--- config.mk ---
export PLATFORM = sky130hd
export DESIGN_NAME = crono_countdown_flat
export DESIGN_NICKNAME = d
export VERILOG_FILES = /design/src/rtl/crono_countdown_pkg.sv /design/src/rtl/crono_countdown_if.sv /design/src/rtl/crono_countdown_bcd_down_digit.sv /design/src/rtl/crono_countdown.sv /design/src/flat_wrapper.sv
export SDC_FILE = /design/constraint.sdc
export NUM_CORES = 1
export LEC_CHECK = 0
export CAP_MARGIN = 20
export CORE_MARGIN = 4
export CORE_UTILIZATION = 45
export DETAILED_ROUTE_END_ITERATION = 7
export GPL_TIMING_DRIVEN = 0
export HOLD_SLACK_MARGIN = 0.08
export PLACE_DENSITY = 0.69
export SYNTH_ARGS = -nofsm -noshare
export SYNTH_HDL_FRONTEND = slang
export SYNTH_SLANG_ARGS = --single-unit
--- constraint.sdc ---
create_clock -name clk -period 5.3 [get_ports clk]
set_input_delay 0.53 -clock clk [delete_from_list [all_inputs] [get_ports clk]]
set_output_delay 0.53 -clock clk [all_outputs]
set_load 0.05 [all_outputs]
--- src/rtl/crono_countdown_pkg.sv ---
// Shared types, BCD limits and helpers for the chronometer countdown datapath.
package crono_pkg;

  typedef enum logic [1:0] {
    IDLE    = 2'd0,
    PAUSED  = 2'd1,
    RUNNING = 2'd2,
    EXPIRED = 2'd3
  } crono_state_t;

  localparam logic [7:0] HORA_MAX   = 8'h23;
  localparam logic [7:0] MINSEG_MAX = 8'h59;

  function automatic int unsigned presc_width(input int unsigned div);
    return (div < 2) ? 1 : $clog2(div);
  endfunction

  // Digit-wise clamp to 9 first, then clamp the 2-digit value to its field maximum.
  function automatic logic [7:0] bcd_sanitize(input logic [7:0] v, input logic [7:0] max_v);
    logic [7:0] s;
    s[7:4] = (v[7:4] > 4'd9) ? 4'd9 : v[7:4];
    s[3:0] = (v[3:0] > 4'd9) ? 4'd9 : v[3:0];
    if (s > max_v) s = max_v;
    return s;
  endfunction

endpackage

--- src/rtl/crono_countdown_if.sv ---
// Control/data bundle between the chronometer control FSM and the countdown datapath.
interface crono_countdown_if;
  logic       ProgramarCrono;
  logic       CronoActivo;
  logic       ApagarRing;
  logic [7:0] hora_prog;
  logic [7:0] min_prog;
  logic [7:0] seg_prog;
  logic [7:0] hora_crono;
  logic [7:0] min_crono;
  logic [7:0] seg_crono;
  logic       tick_seg;
  logic       FinalizoCrono;

  modport master (
    output ProgramarCrono, CronoActivo, ApagarRing, hora_prog, min_prog, seg_prog,
    input  hora_crono, min_crono, seg_crono, tick_seg, FinalizoCrono
  );

  modport slave (
    input  ProgramarCrono, CronoActivo, ApagarRing, hora_prog, min_prog, seg_prog,
    output hora_crono, min_crono, seg_crono, tick_seg, FinalizoCrono
  );
endinterface

--- src/rtl/crono_countdown_bcd_down_digit.sv ---
// Two-digit BCD down counter with load; wraps 00 -> max (WRAP=1) or saturates at 00.
module bcd_down_digit #(
  parameter bit WRAP = 1'b1
) (
  input  logic       i_clk,
  input  logic       i_rst_n,
  input  logic       i_load,
  input  logic [7:0] i_load_val,
  input  logic       i_dec,
  input  logic [7:0] i_max,
  output logic [7:0] o_value,
  output logic       o_borrow
);

  logic [7:0] r_value;

  always_ff @(posedge i_clk) begin
    if (!i_rst_n) begin
      r_value <= '0;
    end else if (i_load) begin
      r_value <= i_load_val;
    end else if (i_dec) begin
      if (r_value == '0) begin
        if (WRAP) r_value <= i_max;
      end else if (r_value[3:0] == 4'd0) begin
        r_value <= {r_value[7:4] - 4'd1, 4'd9};
      end else begin
        r_value <= {r_value[7:4], r_value[3:0] - 4'd1};
      end
    end
  end

  assign o_value  = r_value;
  assign o_borrow = i_dec && (r_value == '0);

endmodule

--- src/rtl/crono_countdown.sv ---
// Chronometer countdown: BCD hh:mm:ss loaded from the keypad, decremented once per TICK_DIV clocks.
// Optional macro CRONO_RING_TIMEOUT_EN: expiry self-clears after RING_SECS seconds.
module crono_countdown
  import crono_pkg::*;
#(
  parameter int unsigned TICK_DIV  = 100_000_000,
  parameter int unsigned RING_SECS = 10
) (
  input  logic               clk,
  input  logic               Reset,
  crono_countdown_if.slave   crono
);

  localparam int unsigned PW = presc_width(TICK_DIV);
  localparam logic [PW-1:0] PRESC_LAST = PW'(TICK_DIV - 1);

  crono_state_t r_state;
  logic [PW-1:0] r_presc;
  logic          r_tick_seg;
  logic          r_finalizo;

`ifdef CRONO_RING_TIMEOUT_EN
  localparam int unsigned RW = $clog2(RING_SECS + 1);
  logic [RW-1:0] r_ring_cnt;
`endif

  logic [7:0] w_hora;
  logic [7:0] w_min;
  logic [7:0] w_seg;
  logic       w_time_zero;
  logic       w_time_one;
  logic       w_run_tick;
  logic       w_seg_borrow;
  logic       w_min_borrow;

  assign w_time_zero = (w_hora == 8'h00) && (w_min == 8'h00) && (w_seg == 8'h00);
  assign w_time_one  = (w_hora == 8'h00) && (w_min == 8'h00) && (w_seg == 8'h01);

  // Decrement strobe mirrors the tick branch of the FSM below so the digit
  // counters and the state register change on the same edge.
  assign w_run_tick = (r_state == RUNNING) && !crono.ProgramarCrono &&
                      crono.CronoActivo && !w_time_zero && (r_presc == PRESC_LAST);

  bcd_down_digit #(.WRAP(1'b1)) u_seg (
    .i_clk(clk), .i_rst_n(Reset), .i_load(crono.ProgramarCrono),
    .i_load_val(bcd_sanitize(crono.seg_prog, MINSEG_MAX)),
    .i_dec(w_run_tick), .i_max(MINSEG_MAX), .o_value(w_seg), .o_borrow(w_seg_borrow)
  );

  bcd_down_digit #(.WRAP(1'b1)) u_min (
    .i_clk(clk), .i_rst_n(Reset), .i_load(crono.ProgramarCrono),
    .i_load_val(bcd_sanitize(crono.min_prog, MINSEG_MAX)),
    .i_dec(w_seg_borrow), .i_max(MINSEG_MAX), .o_value(w_min), .o_borrow(w_min_borrow)
  );

  bcd_down_digit #(.WRAP(1'b0)) u_hora (
    .i_clk(clk), .i_rst_n(Reset), .i_load(crono.ProgramarCrono),
    .i_load_val(bcd_sanitize(crono.hora_prog, HORA_MAX)),
    .i_dec(w_min_borrow), .i_max(HORA_MAX), .o_value(w_hora), .o_borrow()
  );

  always_ff @(posedge clk) begin
    if (!Reset) begin
      r_state    <= IDLE;
      r_presc    <= '0;
      r_tick_seg <= 1'b0;
      r_finalizo <= 1'b0;
`ifdef CRONO_RING_TIMEOUT_EN
      r_ring_cnt <= '0;
`endif
    end else begin
      r_tick_seg <= 1'b0;
      if (crono.ProgramarCrono) begin
        r_state    <= PAUSED;
        r_presc    <= '0;
        r_finalizo <= 1'b0;
`ifdef CRONO_RING_TIMEOUT_EN
        r_ring_cnt <= '0;
`endif
      end else begin
        case (r_state)
          IDLE, PAUSED: begin
            if (crono.CronoActivo) r_state <= RUNNING;
          end
          RUNNING: begin
            if (!crono.CronoActivo) begin
              r_state <= PAUSED;
            end else if (w_time_zero) begin
              r_state    <= EXPIRED;
              r_finalizo <= 1'b1;
            end else if (r_presc == PRESC_LAST) begin
              r_presc    <= '0;
              r_tick_seg <= 1'b1;
              if (w_time_one) begin
                r_state    <= EXPIRED;
                r_finalizo <= 1'b1;
              end
            end else begin
              r_presc <= r_presc + PW'(1);
            end
          end
          EXPIRED: begin
            if (crono.ApagarRing) begin
              r_state    <= IDLE;
              r_finalizo <= 1'b0;
`ifdef CRONO_RING_TIMEOUT_EN
              r_ring_cnt <= '0;
            end else if (r_presc == PRESC_LAST) begin
              r_presc <= '0;
              if (r_ring_cnt == RW'(RING_SECS - 1)) begin
                r_state    <= IDLE;
                r_finalizo <= 1'b0;
                r_ring_cnt <= '0;
              end else begin
                r_ring_cnt <= r_ring_cnt + RW'(1);
              end
            end else begin
              r_presc <= r_presc + PW'(1);
`endif
            end
          end
          default: r_state <= IDLE;
        endcase
      end
    end
  end

  assign crono.hora_crono    = w_hora;
  assign crono.min_crono     = w_min;
  assign crono.seg_crono     = w_seg;
  assign crono.tick_seg      = r_tick_seg;
  assign crono.FinalizoCrono = r_finalizo;

endmodule

--- src/flat_wrapper.sv ---
// flat-port wrapper written by rule: the top's interface ports become plain ports
module crono_countdown_flat import crono_pkg::*;
#(
  parameter int unsigned TICK_DIV  = 100_000_000,
  parameter int unsigned RING_SECS = 10
)
  (clk, Reset, crono_ProgramarCrono, crono_CronoActivo, crono_ApagarRing, crono_hora_prog, crono_min_prog, crono_seg_prog, crono_hora_crono, crono_min_crono, crono_seg_crono, crono_tick_seg, crono_FinalizoCrono);
  crono_countdown_if crono_i ();
  input  logic clk;
  input  logic Reset;
  input wire logic [$bits(crono_i.ProgramarCrono)-1:0] crono_ProgramarCrono;
  input wire logic [$bits(crono_i.CronoActivo)-1:0] crono_CronoActivo;
  input wire logic [$bits(crono_i.ApagarRing)-1:0] crono_ApagarRing;
  input wire logic [$bits(crono_i.hora_prog)-1:0] crono_hora_prog;
  input wire logic [$bits(crono_i.min_prog)-1:0] crono_min_prog;
  input wire logic [$bits(crono_i.seg_prog)-1:0] crono_seg_prog;
  output wire logic [$bits(crono_i.hora_crono)-1:0] crono_hora_crono;
  output wire logic [$bits(crono_i.min_crono)-1:0] crono_min_crono;
  output wire logic [$bits(crono_i.seg_crono)-1:0] crono_seg_crono;
  output wire logic [$bits(crono_i.tick_seg)-1:0] crono_tick_seg;
  output wire logic [$bits(crono_i.FinalizoCrono)-1:0] crono_FinalizoCrono;
  assign crono_i.ProgramarCrono = crono_ProgramarCrono;
  assign crono_i.CronoActivo = crono_CronoActivo;
  assign crono_i.ApagarRing = crono_ApagarRing;
  assign crono_i.hora_prog = crono_hora_prog;
  assign crono_i.min_prog = crono_min_prog;
  assign crono_i.seg_prog = crono_seg_prog;
  assign crono_hora_crono = crono_i.hora_crono;
  assign crono_min_crono = crono_i.min_crono;
  assign crono_seg_crono = crono_i.seg_crono;
  assign crono_tick_seg = crono_i.tick_seg;
  assign crono_FinalizoCrono = crono_i.FinalizoCrono;
  crono_countdown #(.TICK_DIV(TICK_DIV), .RING_SECS(RING_SECS)) u_core (.clk(clk), .Reset(Reset), .crono(crono_i));
endmodule
Yosys cells after proc, flatten, opt, wreduce, memory -nomap -nowiden
Index checks and enable logic that the tools add are counted.

storage, ports and cells
  input bits = 29
  output and inout bits = 26
  logic and storage cells = 121
  register bits after elaboration = 55

cells by class
  equality and inequality tests = 17
  order comparisons = 9
  bitwise logic cells = 4
  add/sub/neg operators = 7
  muxes and demuxes = 37
  reductions and logical operators = 36

operators by type and width
  operator               number
  $mux 8                 15
  $add 27x1->27 const B  1
  $eq 27x27->1 const B   1
  $mux 27                1
  $gt 4x4->1 const B     6
  $logic_not 8->1        3
  $mux 4                 6
  $sub 4x1->4 const B    6
  $gt 8x7->1 const B     2
  $logic_not 4->1        3
  $mux 2                 6
  $reduce_bool 2->1      5
  $logic_and 1x1->1      9
  $eq 8x1->1 const B     1
  $gt 8x6->1 const B     1
  $ne 2x2->1 const B     4
  $reduce_and 4->1       2
  $mux 1                 7
  $ne 3x3->1 const B     2
  $pmux 2 s3             1
  $reduce_and 2->1       3
  $reduce_and 3->1       2
  $reduce_bool 3->1      2
  $ne 5x3->1 const B     1
  14 further kinds       20

Longest topological paths before layout
  depth in word-level cells = 10
  gate-level depth with buffers = 8
  gate-level depth less buffers = 7

Hierarchy
From an unflattened synthesis, not the netlist that was laid out.

second synthesis, totals
  cells, all modules = 418
  area, all modules = 3538.4 um2

modules (own cells, without submodules)
  module                              times used  cells each  area an instance (um2)  sequential area each (um2)
  crono_countdown                     1           228         1980.6                  620.6
  bcd_down_digit at u_core.u_min ...  2           64          521.8                   160.2
  bcd_down_digit at u_core.u_hora     1           62          514.2                   160.2

Worst setup path after synthesis
No wires, ideal clock.

  path kind = register to register
  from = reg u_core.u_seg.r_value[0], in the netlist u_core.u_seg.o_value[0]
  to = reg u_core.u_seg.r_value[2], in the netlist u_core.u_seg.o_value[2]
  slack = 2921 ps
  setup time = 92 ps
  cell stages (with the launch flop) = 9
  period minus slack after synthesis = 2379 ps
  path buffers = 1
  data arrival time = 2286 ps
  required time = 5208 ps
  cells stage by stage = dfxtp_1 > inv_1 > ha_1 > or3b_1 > clkbuf_1 > nor2_1 > a21oi_1 > a21oi_1 > o32ai_1

between the ends
  cells in the longest elaborated chain, start to end = 6
  elaborated cells on any way between the ends = 12
  those cells by class = 1 x add/sub; 4 x mux; 7 x reduce/logical

ends and longest elaborated chain
  item                                                 RTL line                              source
  from (decl)                                          crono_countdown_bcd_down_digit.sv:15  logic [7:0] r_value;
  from (signal assigned)                               crono_countdown_bcd_down_digit.sv:21  r_value <= i_load_val;
  from (signal assigned)                               crono_countdown_bcd_down_digit.sv:24  if (WRAP) r_value <= i_max;
  from (signal assigned)                               crono_countdown_bcd_down_digit.sv:26  r_value <= {r_value[7:4] - 4'd1, 4'd9};
  branches (longest 6 deep; another with $sub 4x1->4)  -

Several ways; the timed one is not identified. The select of a mux whose other input is x is not followed.
A chain may end at the register's enable or synchronous reset.

Worst setup path in the final report
  from = reg u_core.u_min.r_value[0], in the netlist u_core.u_min.o_value[0]
  to = reg u_core.r_presc[23]

between the ends
  cells in the longest elaborated chain, start to end = 5

ends and longest elaborated chain
  item                               RTL line                              source
  from (decl)                        crono_countdown_bcd_down_digit.sv:15
  from (signal assigned)             crono_countdown_bcd_down_digit.sv:21
  from (signal assigned)             crono_countdown_bcd_down_digit.sv:24
  from (signal assigned)             crono_countdown_bcd_down_digit.sv:26
  $logic_not 8->1                    crono_countdown.sv:36                 assign w_time_zero = (w_hora == 8'h00) && (w_min == 8'h00) && (w_seg == 8'h00);
  $logic_and 1x1->1 (2 in series)    crono_countdown.sv:36
  $not 1->1 (no source line)         -
  $reduce_and 3->1 (no source line)  -
  to (signal assigned)               crono_countdown.sv:99                 r_presc <= r_presc + PW'(1);
  to (decl)                          crono_countdown.sv:18                 logic [PW-1:0] r_presc;

No other way between the ends.

==> flow_summary.yaml <==
setup_path:
  cp.arrival_ns: 2.91
  cpPeakStageDelay_ns: 0.48
  r2r_cells: 8
  cpMaxStageDelayCell: "nor3b_2"
  cp_max_fo: 10
  path_cells: "inv_1 > ha_1 > nor3b_2 > nand4_1 > o21ai_2 > o21ai_2 > buf_2 > a21oi_1"
  cp_top_family: "simple AND/OR/NAND/NOR gates"
  crit_top_cell: "o21ai_2"
  rr_endpoint: "u_core.r_presc[23]"
  start_kind: "flop"
  reg2reg_slack_ns: 2.62
  path_class: "flop to flop"
  r2r_start: "u_core.u_min.o_value[0]"
  crit_path_end_kind: "flop"
  cp.buffers_inverters: 2
  cp.required_ns: 5.54
place:
  portBuffers: 52
  place_hpwl_microns: 7563
  gp_congestion: 0.8791
  placed_area_sq_um: 4156
floorplanning:
  start_util_pct: 47.41
  fp.dieW_microns: 96.35
  die_area_sq_um: 9282
  num_rows: 31
  ioPinCount: 55
  core-area_sq_um: 7408
  die_h_microns: 96.35
power:
  ir_drop_uv: 109.4
  p_leak_nw: 1.408
  p_per_area_nw_per_um2: 210.3
  total_power_mw: 0.8916
timing:
  period_share_pct: 50.49
  tightest_slew_ns: 0.8135
  final.setup.tns_ns: 0
  finalSetupViolations: 0
  fin_crit_ns: 2.676
  fin_skew_ns: 0.01183
  hold_viol: 0
  rsz0062_at_grt: "false"
  drv_slew: 0
  max_freq_ghz: 0.3737
  max-slew-margin-rel_pct: 45.44
clock_tree:
  htreeDepth: 2
  root_buffer: "clkbuf_8"
  cts_sinks: 55
  cts_buffer_depth: 2
  postCtsHoldBufs: 0
  cts_tree: "done"
  cts-resized-gates: 0
  cts.reportedPaths.clkPinSlew_ns: 0.10
  worstSkewPairLatency_ns: 0.31
  post-cts-setup-buffers: 0
  numCtsBuffers: 5
routing:
  routed_wirelength_microns: 10070
  wl_per_cell_microns: 17.03
  route.detailed.drc: 0
  viasPerCell: 6.137
  vias: 3627
  dr.pass1.iters: 4
  ant_nets: 0
  drt_iter0_drc: 190
logic_synthesis:
  ys_ff_latch: 55
  syn-num-nets: 472
  ys.warnings.count: 0
  synthArstFlopShare_pct: 0
  synth_edf_count: 0
  syn_area_sq_um: 3512
  avgSynthCellArea_sq_um: 8.130
  ys_seq_area_share_pct: 31.35
  syn_inst: 432
  synthFlopType: "dfxtp_1"
  synth.distinct_cells: 69
global_route:
  antenna_found_initial: 0
  grt_max_degree: 17
  grt_pass1_vias: 3355
  overflow: 0
  grt_pass1_wl_microns: 15930
  grt.total_usage_pct: 21.64
final_layout:
  design_area_sq_um: 4240
  layout_commonest_cell: "dfxtp_1"
  final_layout_size_suffix_gt1_share_pct: 8.740
  nNetsFinal: 531
  areaGrowthSynthToFinish_pct: 20.73
  n_antenna_cell: 0
  layout_common_cells: "55 x dfxtp_1, 52 x clkdlybuf4s50_1, 41 x a21oi_1, 34 x nand2_1, 23 x nor2_1"
hold_path:
  hold_path_class: "flop to flop"
  hold_path_depth: 2
  hold_end: "u_core.r_presc[1]"
  min-delay-start: "u_core.r_presc[1]"
run:
  drv_cap: 0
status:
  status: "finished, final reports clean"
## logic make-up after synthesis
kind of cell             share of synthesized area, %
AND/OR/NAND/NOR                                 31.74
AO/OA/AOI/OAI                                   24.58
flip-flops                                      31.35
buffers and inverters                           5.273
adder cells (fa/ha/maj)                         3.919
XOR/XNOR                                        1.995
multiplexers                                    1.140
## state kept, by name, summed over array words and instances, names as in the netlist
signal	flops
u_core.crono.tick_seg	1
u_core.r_state	2
u_core.crono.FinalizoCrono	1
u_core.r_presc	27
u_core.u_seg.o_value	8
u_core.u_min.o_value	8
u_core.u_hora.o_value	8
## metrics by stage
stage	hold WS [ns]	instances	util, %	setup WS, ns
floorplan	0.4440	432	-	2.921
global placement	0.4573	583	56.11	2.719
detailed placement	0.4631	583	56.11	2.680
CTS	0.4771	591	57.24	2.676
global route	0.4967	591	57.24	2.403
finish	0.4743	591	57.24	2.624
## worst reg2reg max path: stages (launching register included)
cell	delay, ns
dfxtp_1	0.38
inv_1	0.10
ha_1	0.16
nor3b_2	0.48
nand4_1	0.41
o21ai_2	0.47
o21ai_2	0.22
buf_2	0.24
a21oi_1	0.15
## Yosys cell counts (6+ instances only)
cell type	number	share of area, %
xnor2_1	6	1.5
o21ai_0	22	3.1
dfxtp_1	55	31
nor3_1	18	2.6
nand2_1	34	3.6
a211oi_1	14	3.0
or3_1	16	2.9
o31ai_1	8	1.7
nand4_1	7	1.2
and3_1	6	1.1
clkbuf_1	8	0.86
nand3_1	16	2.3
a21oi_1	41	5.8
nor2_1	23	2.5
a31oi_1	7	1.2
buf_2	7	1.0
inv_1	22	2.4
nor4_1	10	1.8
or4_1	9	1.9
ha_1	11	3.9
and4_1	8	2.0
## routing by layer
metal	share of wire [%]	vias to the layer above	GRT usage (%)
met3	5.9	15	3.362
met2	49	108	37.95
met5	0	-	0
met1	44	1735	26.94
met4	1.6	0	7.009
li1	-	1769	-
## power by group
group / leakage [nW] / switching, mW / internal (mW) / total, mW
sequential: 0.448 / 0.0176 / 0.425 / 0.443
clock: 0.0477 / 0.137 / 0.0909 / 0.228
combinational: 0.912 / 0.136 / 0.0838 / 0.220
total: 1.41 / 0.291 / 0.600 / 0.892
## layout make-up
type	instances	area, sq um
fillers	669	3168
multi-input cells	337	2226
flip-flops and latches	55	1101
repair buffers	52	520.5
well taps	99	123.9
plain buffers	18	102.6
inverters	22	82.58
clock buffers	5	68.82
clock inverters	3	15.01
## how the worst max path moves through the flow
stage / start / to / slack, ns / cells after the start
detailed placement: u_core.u_min.o_value[0] / u_core.r_presc[23] / 2.68 / 8
global placement: u_core.u_min.o_value[0] / u_core.r_state[0] / 2.72 / 8
global route: u_core.u_min.o_value[0] / u_core.r_presc[23] / 2.40 / 8
floorplan: u_core.u_seg.o_value[0] / u_core.u_seg.o_value[2] / 2.92 / 8
CTS: u_core.u_min.o_value[0] / u_core.r_presc[23] / 2.68 / 8
finish: u_core.u_min.o_value[0] / u_core.r_presc[23] / 2.62 / 8
Note: power is estimated with default switching activity, not from simulation.
